===== src/rtl/inst_fetch_unit.sv =====
// Instruction fetch front end: one-outstanding-read memory port,
// redirect handling and a small PC/instruction FIFO toward decode.
module inst_fetch_unit #(
  parameter logic [31:0] RESET_PC  = 32'h0000_0000,
  parameter int          DEPTH     = 4,
  parameter bit          WORD_ADDR = 1'b1
) (
  input  logic        clk,
  input  logic        reset_n,
  input  logic        fetch_en,
  input  logic        flush,
  input  logic [31:0] flush_pc,
  output logic        rreq,
  output logic [31:0] raddr,
  input  logic [31:0] rdata,
  input  logic        data_valid,
  output logic        inst_valid,
  input  logic        inst_ready,
  output logic [31:0] inst_pc,
  output logic [31:0] inst_data,
  output logic [31:0] fetch_pc
);

  localparam int AW = $clog2(DEPTH);
  localparam int CW = AW + 1;

  localparam logic [1:0] IDLE = 2'd0;
  localparam logic [1:0] REQ  = 2'd1;
  localparam logic [1:0] DROP = 2'd2;

  logic [1:0]    state;
  logic [1:0]    state_nxt;
  logic [31:0]   pc;
  logic [31:0]   pc_nxt;
  logic [31:0]   raddr_nxt;

  logic [31:0]   q_pc   [DEPTH];
  logic [31:0]   q_data [DEPTH];
  logic [AW-1:0] wr_ptr;
  logic [AW-1:0] rd_ptr;
  logic [CW-1:0] count;
  logic [CW-1:0] count_nxt;
  logic          push;
  logic          pop;
  logic          space;

  function automatic logic [31:0] map_addr(input logic [31:0] a);
    return WORD_ADDR ? {2'b00, a[31:2]} : a;
  endfunction

  // a flush wins over a pop and over the completing read
  assign push = (state == REQ) && data_valid && !flush;
  assign pop  = inst_valid && inst_ready && !flush;

  always_comb begin
    count_nxt = count;
    if (flush)
      count_nxt = '0;
    else
      count_nxt = count + CW'(push) - CW'(pop);
  end

  assign space = count_nxt < CW'(DEPTH);

  always_comb begin
    state_nxt = state;
    pc_nxt    = pc;
    raddr_nxt = raddr;
    unique case (state)
      IDLE: begin
        if (flush)
          pc_nxt = flush_pc;
        else if (fetch_en && space)
          state_nxt = REQ;
        raddr_nxt = map_addr(pc_nxt);
      end
      REQ: begin
        if (data_valid) begin
          pc_nxt    = flush ? flush_pc : pc + 32'd4;
          raddr_nxt = map_addr(pc_nxt);
          if (!flush && fetch_en && space)
            state_nxt = REQ;
          else
            state_nxt = IDLE;
        end else if (flush) begin
          pc_nxt    = flush_pc;
          state_nxt = DROP;
        end
      end
      DROP: begin
        if (flush)
          pc_nxt = flush_pc;
        if (data_valid) begin
          state_nxt = IDLE;
          raddr_nxt = map_addr(pc_nxt);
        end
      end
      default: state_nxt = IDLE;
    endcase
  end

  always_ff @(posedge clk or negedge reset_n) begin
    if (!reset_n) begin
      state <= IDLE;
      pc    <= RESET_PC;
      raddr <= map_addr(RESET_PC);
    end else begin
      state <= state_nxt;
      pc    <= pc_nxt;
      raddr <= raddr_nxt;
    end
  end

  always_ff @(posedge clk or negedge reset_n) begin
    if (!reset_n) begin
      wr_ptr <= '0;
      rd_ptr <= '0;
      count  <= '0;
    end else begin
      count <= count_nxt;
      if (flush) begin
        wr_ptr <= '0;
        rd_ptr <= '0;
      end else begin
        if (push)
          wr_ptr <= wr_ptr + AW'(1);
        if (pop)
          rd_ptr <= rd_ptr + AW'(1);
      end
    end
  end

  always_ff @(posedge clk) begin
    if (push) begin
      q_pc[wr_ptr]   <= pc;
      q_data[wr_ptr] <= rdata;
    end
  end

  assign rreq       = (state != IDLE);
  assign inst_valid = (count != '0);
  assign inst_pc    = q_pc[rd_ptr];
  assign inst_data  = q_data[rd_ptr];
  assign fetch_pc   = pc;

  // only one read is ever outstanding, so a full FIFO never sees a push
  assert property (@(posedge clk) disable iff (!reset_n)
    !(push && count == CW'(DEPTH)));

endmodule


===== config.mk =====
export PLATFORM = sky130hd
export DESIGN_NAME = inst_fetch_unit
export DESIGN_NICKNAME = d
export VERILOG_FILES = /design/src/rtl/inst_fetch_unit.sv
export SDC_FILE = /design/constraint.sdc
export NUM_CORES = 1
export LEC_CHECK = 0
export CAP_MARGIN = 20
export CORE_MARGIN = 5
export CORE_UTILIZATION = 51
export DETAILED_ROUTE_END_ITERATION = 8
export HOLD_SLACK_MARGIN = 0.02
export PLACE_DENSITY = 0.76
export SLEW_MARGIN = 20
export SYNTH_ARGS = -nofsm -noshare
export SYNTH_HDL_FRONTEND = slang
export SYNTH_SLANG_ARGS = --single-unit
export TNS_END_PERCENT = 1

===== constraint.sdc =====
create_clock -name clk -period 4.2 [get_ports clk]
set_input_delay 0.63 -clock clk [delete_from_list [all_inputs] [get_ports clk]]
set_output_delay 0.63 -clock clk [all_outputs]
set_load 0.02 [all_outputs]

=== Yosys cells after proc, flatten, opt, wreduce, memory -nomap -nowiden ===
Memories as Yosys holds them, arrays and structs flattened.
Index checks and enable logic that the tools add are counted.

* $add $sub $neg: 5
* Order comparisons: 1
* Equality and inequality tests: 7
* Muxes and demuxes: 21
* Reduce and logical (&&, ||, !) cells: 18

{| class="wikitable"
|+ Operator list
! cell !! number
|-
| $mux 32 || 5
|-
| $pmux 32 s3 || 1
|-
| $pmux 32 s2 || 1
|-
| $add 32x3->32 const B || 1
|-
| $mux 2 || 9
|-
| $ne 2x2->1 const B || 4
|-
| $reduce_bool 2->1 || 4
|-
| $logic_and 1x1->1 || 7
|-
| $pmux 2 s3 || 1
|-
| $reduce_bool 3->1 || 2
|-
| $add 2x1->2 const B || 2
|-
| $reduce_and 4->1 || 1
|-
| $add 3x1->3 || 1
|-
| $lt 3x3->1 const B || 1
|-
| $mux 1 || 3
|-
| $mux 3 || 1
|-
| $ne 3x3->1 const B || 1
|-
| $reduce_and 3->1 || 1
|-
| $sub 3x1->3 || 1
|-
| $eq 2x1->1 const B || 1
|-
| $eq 2x2->1 const B || 1
|-
| $logic_not 2->1 || 1
|-
| $reduce_or 2->1 || 1
|-
| $logic_not 1->1 || 1
|}

* Flip-flop bits (word level): 73
* Memory bits (writable): 256
* Input port bits: 70
* Output and inout port bits: 130
* Logic and storage cells: 60
* Memories kept: 2

{| class="wikitable"
|+ Memories
! memory !! words !! width !! read ports !! clocked after memory_dff !! wr ports !! RTL line !! source
|-
| q_data || 4 || 32 || 1 || 0 || 1 || 38 || <nowiki>logic [31:0] q_data [DEPTH];</nowiki>
|-
| q_pc || 4 || 32 || 1 || 0 || 1 || 37 || <nowiki>logic [31:0] q_pc [DEPTH];</nowiki>
|}

=== Logic depth before layout (Yosys ltp) ===
* Word-level depth: 11
* Gate-level depth with buffers: 14
* Gate-level depth less buffers: 12

=== Worst setup path after synthesis ===
No wires, ideal clock.

* Path kind: input port to flip-flop
* Start: input flush
* End: memory q_data[1][0], enable pin
* Library setup time: 429 ps
* Arrival: 2,946 ps
* Data required time: 3,771 ps
* Setup slack: 825 ps
* Stages on the path: 3
* Buffers on the path: 1
* Path through: buf_2 nor4bb_1 and2_1

* Word-level cells in the longest chain between the ends: 4

{| class="wikitable"
|+ Ends and longest elaborated chain
! element !! RTL line !! source
|-
| from (decl) || 11 || <nowiki>input logic flush,</nowiki>
|-
| $logic_not 1->1 || 52 || <nowiki>assign push = (state == REQ) && data_valid && !flush;</nowiki>
|-
| $logic_and 1x1->1 || 52 ||
|-
| $mux 1 || 134 || <nowiki>if (push) begin</nowiki>
|-
| $mux 1 (implied by the code) || 136 || <nowiki>q_data[wr_ptr] <= rdata;</nowiki>
|-
| to (decl) || 38 ||
|}

No other way between the ends.

=== Final worst setup path ===
* Start: register rd_ptr[0]
* End: output inst_data[27]

* Word-level cells in the longest chain between the ends: 1

{| class="wikitable"
|+ Ends and longest elaborated chain
! element !! RTL line !! source
|-
| from (decl) || 40 || <nowiki>logic [AW-1:0] rd_ptr;</nowiki>
|-
| from (signal assigned) || 128 || <nowiki>rd_ptr <= rd_ptr + AW'(1);</nowiki>
|-
| $mem_v2 4x32 || n/a ||
|-
| to (decl) || 20 || <nowiki>output logic [31:0] inst_data,</nowiki>
|}

No other way between the ends.

==> impl_metrics.sql <==
INSERT INTO impl_metrics (metric_group, metric, value, unit) VALUES
('setup_path', 'worstSetupStartpointType', 'flip-flop', ''),
('clock_tree', 'worst_setup_hold_path_clk_slew', '0.06', 'ns'),
('global_routing', 'first_global_vias', '8741', ''),
('sta', 'slew_viol_final', '0', ''),
('setup_path', 'arrival_time_reported_for_the_critical_path_endpoint', '2.86', 'ns'),
('sta', 'tightestPinTransition', '1.02', 'ns'),
('drt', 'drtAntennaViolNets', '0', ''),
('floorplan', 'io_pins', '200', ''),
('outcome', 'outcome', 'completed', ''),
('floorplan', 'die_h', '174', 'um'),
('sta', 'postLayoutSetupSlackWorst', '0.713', 'ns'),
('sta', 'setup_repair_after_global_routing_missed_its_margin', 'no', ''),
('pwr', 'power.density_cell_area', '522', 'nW/um^2'),
('logic_synthesis', 'yosys_most_used_dff', 'sky130_fd_sc_hd__edfxtp_1', ''),
('floorplan', 'placement_rows', '60', ''),
('drt', 'wl_per_cell', '22.6', 'um'),
('logic_synthesis', 'synthesis.instances', '877', ''),
('floorplan', 'full_die_area', '30400', 'sq um'),
('floorplan', 'die-width', '174', 'um'),
('clock_tree', 'clkSinkCount', '327', ''),
('placed_design', 'port-buffer-count', '197', ''),
('clock_tree', 'clock_tree_from_tritoncts', 'yes', ''),
('final_layout', 'fraction_of_final_layout_cells_sized_beyond_drive_strength_1', '0.141', ''),
('flow_run', 'timing.max_cap.violations', '0', ''),
('global_routing', 'groute.usage.overall', '0.211', ''),
('sta', 'timing.final.crit_share', '0.830', ''),
('setup_path', 'critPathMaxFanout', '29', ''),
('setup_path', 'critical_path.endpoint_type', 'primary output', ''),
('logic_synthesis', 'synthDistinctLibCells', '66', ''),
('drt', 'detail_route.first_pass.iterations', '5', ''),
('clock_tree', 'max-clock-path-buffers', '3', ''),
('clock_tree', 'cts_hold_buffers', '0', ''),
('clock_tree', 'cts_inserted_buffers', '35', ''),
('final_layout', 'num-nets-final', '1148', ''),
('sta', 'achievable-frequency', '287', 'MHz'),
('floorplan', 'fp.coreArea', '26800', 'sq um'),
('logic_synthesis', 'synth_enable_flop_cells', '256', ''),
('logic_synthesis', 'synth_largest_area_cell', 'sky130_fd_sc_hd__edfxtp_1', ''),
('logic_synthesis', 'postSynthRegisterBits', '327', ''),
('final_layout', 'final-instance-count-excl-fill', '1436', ''),
('logic_synthesis', 'ys_warn_count', '0', ''),
('sta', 'timing.final.setup_violations', '0', ''),
('floorplan', 'initial_utilization', '0.515', ''),
('setup_path', 'critical_path_buf_inv_count', '2', ''),
('setup_path', 'critPathMaxStageDelay', '0.80', 'ns'),
('placed_design', 'routabilityCongestion', '0.864', ''),
('drt', 'vias', '8630', ''),
('setup_path', 'critPathRequiredTime', '3.57', 'ns'),
('placed_design', 'numPlacedInstances', '1374', ''),
('drt', 'drt-total-wl', '32500', 'um'),
('clock_tree', 'cts-htree-levels', '2', ''),
('final_layout', 'postLayoutCellArea', '17200', 'sq um'),
('setup_path', 'crit_path_cell_trace', 'buf_4 -> mux4_2 -> clkdlybuf4s50_1', ''),
('drt', 'post-route-drc-count', '0', ''),
('drt', 'initial_detailed_routing_violation_count', '878', ''),
('sta', 'fin_hold_ws', '0.279', 'ns'),
('global_routing', 'wire_length_of_the_first_global_routing_pass', '50300', 'um'),
('final_layout', 'layout-area-overhead-vs-synth', '24.5', '%'),
('logic_synthesis', 'synth.avg_cell_area', '15.7', 'sq um'),
('placed_design', 'detailedPlace.worstSlack', '0.895', 'ns'),
('global_routing', 'grt_overflow', '0', ''),
('sta', 'period_minus_slack', '3.49', 'ns'),
('global_routing', 'grt_antenna_before_repair', '1', ''),
('clock_tree', 'insertion_delay', '0.51', 'ns'),
('logic_synthesis', 'sequential_cell_area_fraction_in_the_yosys_report', '0.686', ''),
('logic_synthesis', 'netlist_top_cells_area', 'sky130_fd_sc_hd__edfxtp_1 56%, sky130_fd_sc_hd__dfrtp_1 13%, sky130_fd_sc_hd__mux4_2 10%, sky130_fd_sc_hd__o21ai_0 1.7%, sky130_fd_sc_hd__nor2_1 1.5%', ''),
('sta', 'worst_slew_margin', '0.323', ''),
('global_routing', 'grt_start_max_net_pins', '72', ''),
('sta', 'fin_tns_setup', '0', 'ns'),
('logic_synthesis', 'postSynth.asyncResetShare', '0.217', ''),
('setup_path', 'worst_path_dominant_cell_family', 'buffers and inverters', '');
worst register-to-register path, stage by stage, from the launching register on:
cell,delay [ns]
sky130_fd_sc_hd__dfrtp_1,0.69
sky130_fd_sc_hd__ha_1,0.33
sky130_fd_sc_hd__and3_1,0.38
sky130_fd_sc_hd__nand4_1,0.43
sky130_fd_sc_hd__nor3_1,0.41
sky130_fd_sc_hd__mux2_2,0.38
sky130_fd_sc_hd__o21ai_0,0.13
logic make-up after synthesis:
kind of cell | share of synthesized area
DFF | 0.686
other | 0.000272
and+or+nand+nor | 0.0758
AOI/OAI and AO/OA | 0.0718
adders and majority gates | 0.00780
buffers and inverters | 0.0226
muxes | 0.127
xor gates and xnor gates | 0.00889
sequential cells by signal, indices dropped and copies added (netlist names):
signal,count
q_data,128
q_pc,128
raddr,30
wr_ptr,2
rd_ptr,2
state,2
fetch_pc,32
count,3
cell type report:
| type | instances | area, sq um | area share |
|---|---|---|---|
| Sequential cell | 327 | 9470 | 0.552 |
| Multi-Input combinational cell | 478 | 4030 | 0.235 |
| Timing Repair Buffer | 216 | 2140 | 0.125 |
| Clock buffer | 49 | 938 | 0.0546 |
| Tap cell | 341 | 427 | 0.0248 |
| Clock inverter | 12 | 115 | 0.00670 |
| Inverter | 12 | 45.0 | 0.00262 |
| Antenna cell | 1 | 2.50 | 0.000146 |
synth_stat cells (10+ instances only):
| cell type | n |
|---|---|
| sky130_fd_sc_hd__mux4_2 | 64 |
| sky130_fd_sc_hd__a21oi_1 | 39 |
| sky130_fd_sc_hd__buf_1 | 11 |
| sky130_fd_sc_hd__xnor2_1 | 10 |
| sky130_fd_sc_hd__clkbuf_1 | 30 |
| sky130_fd_sc_hd__nor3_1 | 14 |
| sky130_fd_sc_hd__mux2i_1 | 17 |
| sky130_fd_sc_hd__mux2_2 | 12 |
| sky130_fd_sc_hd__nand4_1 | 17 |
| sky130_fd_sc_hd__o21ai_0 | 48 |
| sky130_fd_sc_hd__dfrtp_1 | 71 |
| sky130_fd_sc_hd__edfxtp_1 | 256 |
| sky130_fd_sc_hd__nand2_1 | 51 |
| sky130_fd_sc_hd__nor2_1 | 55 |
| sky130_fd_sc_hd__buf_2 | 15 |
| sky130_fd_sc_hd__inv_1 | 11 |
worst paths after layout:
| path | startpoint | endpoint | slack [ns] | cells past startpoint |
|---|---|---|---|---|
| min reg2reg | raddr[28] | raddr[28] | 0.49 | 2 |
| min | reset_n | raddr[9] | 0.28 | 1 |
| max in group asynchronous | reset_n | rd_ptr[0] | 3.19 | 1 |
| max | rd_ptr[0] | inst_data[27] | 0.71 | 3 |
| max reg2reg | fetch_pc[2] | raddr[24] | 1.38 | 6 |
| min in group clk | raddr[28] | raddr[28] | 0.49 | 2 |
power by group:
group	total, mW	leakage (nW)	switching [mW]	internal [mW]
logic	2.05	2.13	1.01	1.04
registers	4.05	3.16	0.336	3.71
clock network	2.85	0.506	1.17	1.68
metal layers:
| metal | vias up | routed length [um] | track usage |
|---|---|---|---|
| met4 | 0 | 972 | 0.0666 |
| met1 | 4338 | 13400 | 0.288 |
| met3 | 74 | 2450 | 0.0439 |
| li1 | 3838 | - | - |
| met2 | 380 | 15600 | 0.345 |
| met5 | - | 0 | 0 |
layout by cell type (no fill, tap or decap), types with 14 or more instances in the layout:
cell and count:
sky130_fd_sc_hd__edfxtp_1 256, sky130_fd_sc_hd__clkdlybuf4s50_1 195, sky130_fd_sc_hd__dfrtp_1 69, sky130_fd_sc_hd__mux4_2 64, sky130_fd_sc_hd__nor2_1 55, sky130_fd_sc_hd__nand2_1 51
sky130_fd_sc_hd__o21ai_0 47, sky130_fd_sc_hd__a21oi_1 39, sky130_fd_sc_hd__clkbuf_16 35, sky130_fd_sc_hd__mux2i_1 17, sky130_fd_sc_hd__nand4_1 17, sky130_fd_sc_hd__buf_4 17
sky130_fd_sc_hd__nor3_1 14
metrics by stage:
stage          power, mW  utilization
2_1_floorplan       5.20            -
5_1_grt             9.34        0.641
3_5_place_dp        6.18        0.601
4_1_cts             9.04        0.641
3_3_place_gp        6.15        0.601
6_report            8.96        0.641
No activity file was read; power rests on OpenSTA's default activity.
==> RTL change (config.mk and constraints unchanged) <==
Reset style: synchronous (`reset_n`), changed in 2 clocked blocks.
--- a/src/rtl/inst_fetch_unit.sv
+++ b/src/rtl/inst_fetch_unit.sv
@@ -100,5 +100,5 @@
   end
 
-  always_ff @(posedge clk or negedge reset_n) begin
+  always_ff @(posedge clk) begin
     if (!reset_n) begin
       state <= IDLE;
@@ -112,5 +112,5 @@
   end
 
-  always_ff @(posedge clk or negedge reset_n) begin
+  always_ff @(posedge clk) begin
     if (!reset_n) begin
       wr_ptr <= '0;
Formal check against the unedited RTL: differs if reset_n is asserted again (counterexample within 4 cycles, from zero or initial values and one cycle with reset_n low); with reset_n held inactive, the same outputs for 4 cycles.
==> RTL change against the unedited design <==
- critical path depth unchanged
- area after synthesis grew 1.5%
- die area increased by 1.4%
- wire length rose by 7.6%
- sequential share of layout area decreased by 2.8 points
- core utilization rose by 0.66 points
- final area is 1.9% higher
- sequential cell count up 2
- setup slack better by 32 ps
- largest cell class unchanged
Power is not compared: it rests on default switching activity, and its combinational part moved more than twofold at a synthesized area within 25%.
==> RTL change: results (changes against the unedited design) <==
Routing
  • Via count: 9474 (+9.8%)
  • Initial DRC count: 1201 (+37%)
  • WL per Instance: 23.31 µm (+3.1%)
  • TritonRoute pass-1 iters: 6 (+1)

Clock tree
  • CTS clk-pin slew, worst paths: 60 ps (about the same)
  • Post-CTS Setup Inserts: 0 (unchanged)
  • H-tree Lvls: 2 (unchanged)
  • CTS root buf: clkbuf_16

Layout
  • Antenna diodes: 0 (-1)
  • Final #Nets: 1210 (+5.4%)
  • Share of cells above drive strength 1: 13.47% (-0.61 points)

Logic synthesis
  • Dominant register cell in the synthesized netlist: edfxtp_1
  • Ys async rst share: 0% (-22 points)
  • Seq/Total Area, Yosys: 65.34% (-3.3 points)
  • Distinct cells, synth: 64 (-3.0%)
  • Post-synth EDFFs: 256 (unchanged)
  • Area contributors post-synth: edfxtp_1, dfxtp_1, mux4_2
  • Top cells by count, synth: edfxtp_1, dfxtp_1, mux4_2

GRT
  • First-pass GRT wire length: 54.34 mm (+8.1%)
  • GR Util All Layers: 22.27% (+1.2 points)
  • Vias in the first global route: 9352 (+7.0%)
  • Initial antenna violation count: 0 (-1)
  • Largest net degree at the start of global routing: 65 (-9.7%)

Timing
  • Slew at the pin closest to its max-slew limit: 1062 ps (+46.59 ps)
  • Worst Skew: 24.46 ps (+0.2890 ps)

Power and ir drop
  • VDD IR max: 0.2284 mV

Critical path
  • Reg2Reg Launch Point: fetch_pc[11]$_SDFFE_PN0P_
  • Worst reg2reg path depth: 4 (-2)
  • Crit-path max FO: 23 (-21%)
  • Startpoint types: register
  • Worst EP arrival: 2830 ps (-30 ps)
  • Reg-to-Reg End: fetch_pc[26]$_SDFFE_PN0P_
  • FF-to-FF setup slack: 1160 ps (-220 ps)

Hold path
  • Hold Crit Depth: 2
  • Hold Crit Start: raddr[2]$_SDFFE_PN0P_
  • Worst hold path class: register to register

Place
  • Dpl hpwl: 22.23 mm (+7.1%)
  • Routability cong.: 0.9211 (+6.6%)

Run status
  • Status: finished clean
[RTL change: metrics by stage]
stage          hold slack (ps)  std cells  setup WS [ps]  cell area [µm²]
2_1_floorplan            469.2        955          787.7            14000
3_3_place_gp             447.9       1436          857.8            16360
3_5_place_dp             450.7       1436          761.3            16360
4_1_cts                  462.3       1499          653.1            17490
5_1_grt                  502.2       1499          534.0            17490
6_report                 461.3       1499          744.8            17490
[RTL change: cell type report]
class                      count  area, µm²
inverter                      20      75.07
sequential                   329       9156
clock inverter                20      193.9
timing repair buffer         221       2210
fill                        1955       9532
clock buffer                  43      937.1
tap                          341      426.7
multi-input combinational    525       4496
[RTL change: critical path, cell delays in order (launching register included)]
cell,delay (ps)
dfxtp_4,720
buf_4,450
mux4_2,570
clkdlybuf4s50_1,560
[RTL change: logic make-up (layout without fill, tap and decap cells)]
kind of cell	count (synthesis)	in the layout	share of synthesized area, %
AOI/OAI and AO/OA	187	187	9.723
xor gates and xnor gates	10	10	0.6255
adders and majority gates	8	8	0.7685
buffers and inverters	101	304	2.797
DFF	329	329	65.34
muxes	75	75	11.10
other	1	2	0.02678
and+or+nand+nor	243	243	9.616
[RTL change: worst max-delay path by stage]
stage / end / slack [ps] / cells past startpoint
3_5_place_dp: state[0]$_SDFFE_PN0P_ / 760 / 11
4_1_cts: inst_data[17] / 650 / 3
2_1_floorplan: q_data[1][0]$_DFFE_PP_ / 790 / 4
3_3_place_gp: state[0]$_SDFFE_PN0P_ / 860 / 11
5_1_grt: inst_data[17] / 530 / 3
6_report: inst_data[17] / 740 / 3
[RTL change: power breakdown]
group          leakage [nW]  switching, mW  internal (mW)
combinational          2.10          0.274          0.236
clock                 0.554           1.22           1.78
sequential             2.92         0.0951           3.56
[RTL change: per-layer routing]
layer	track usage, %	wire (µm)	up-vias
met5	0	0	-
met4	6.953	1187	0
met3	4.391	3128	81
met2	34.63	16200	531
met1	32.12	14420	4644
li1	-	-	4218
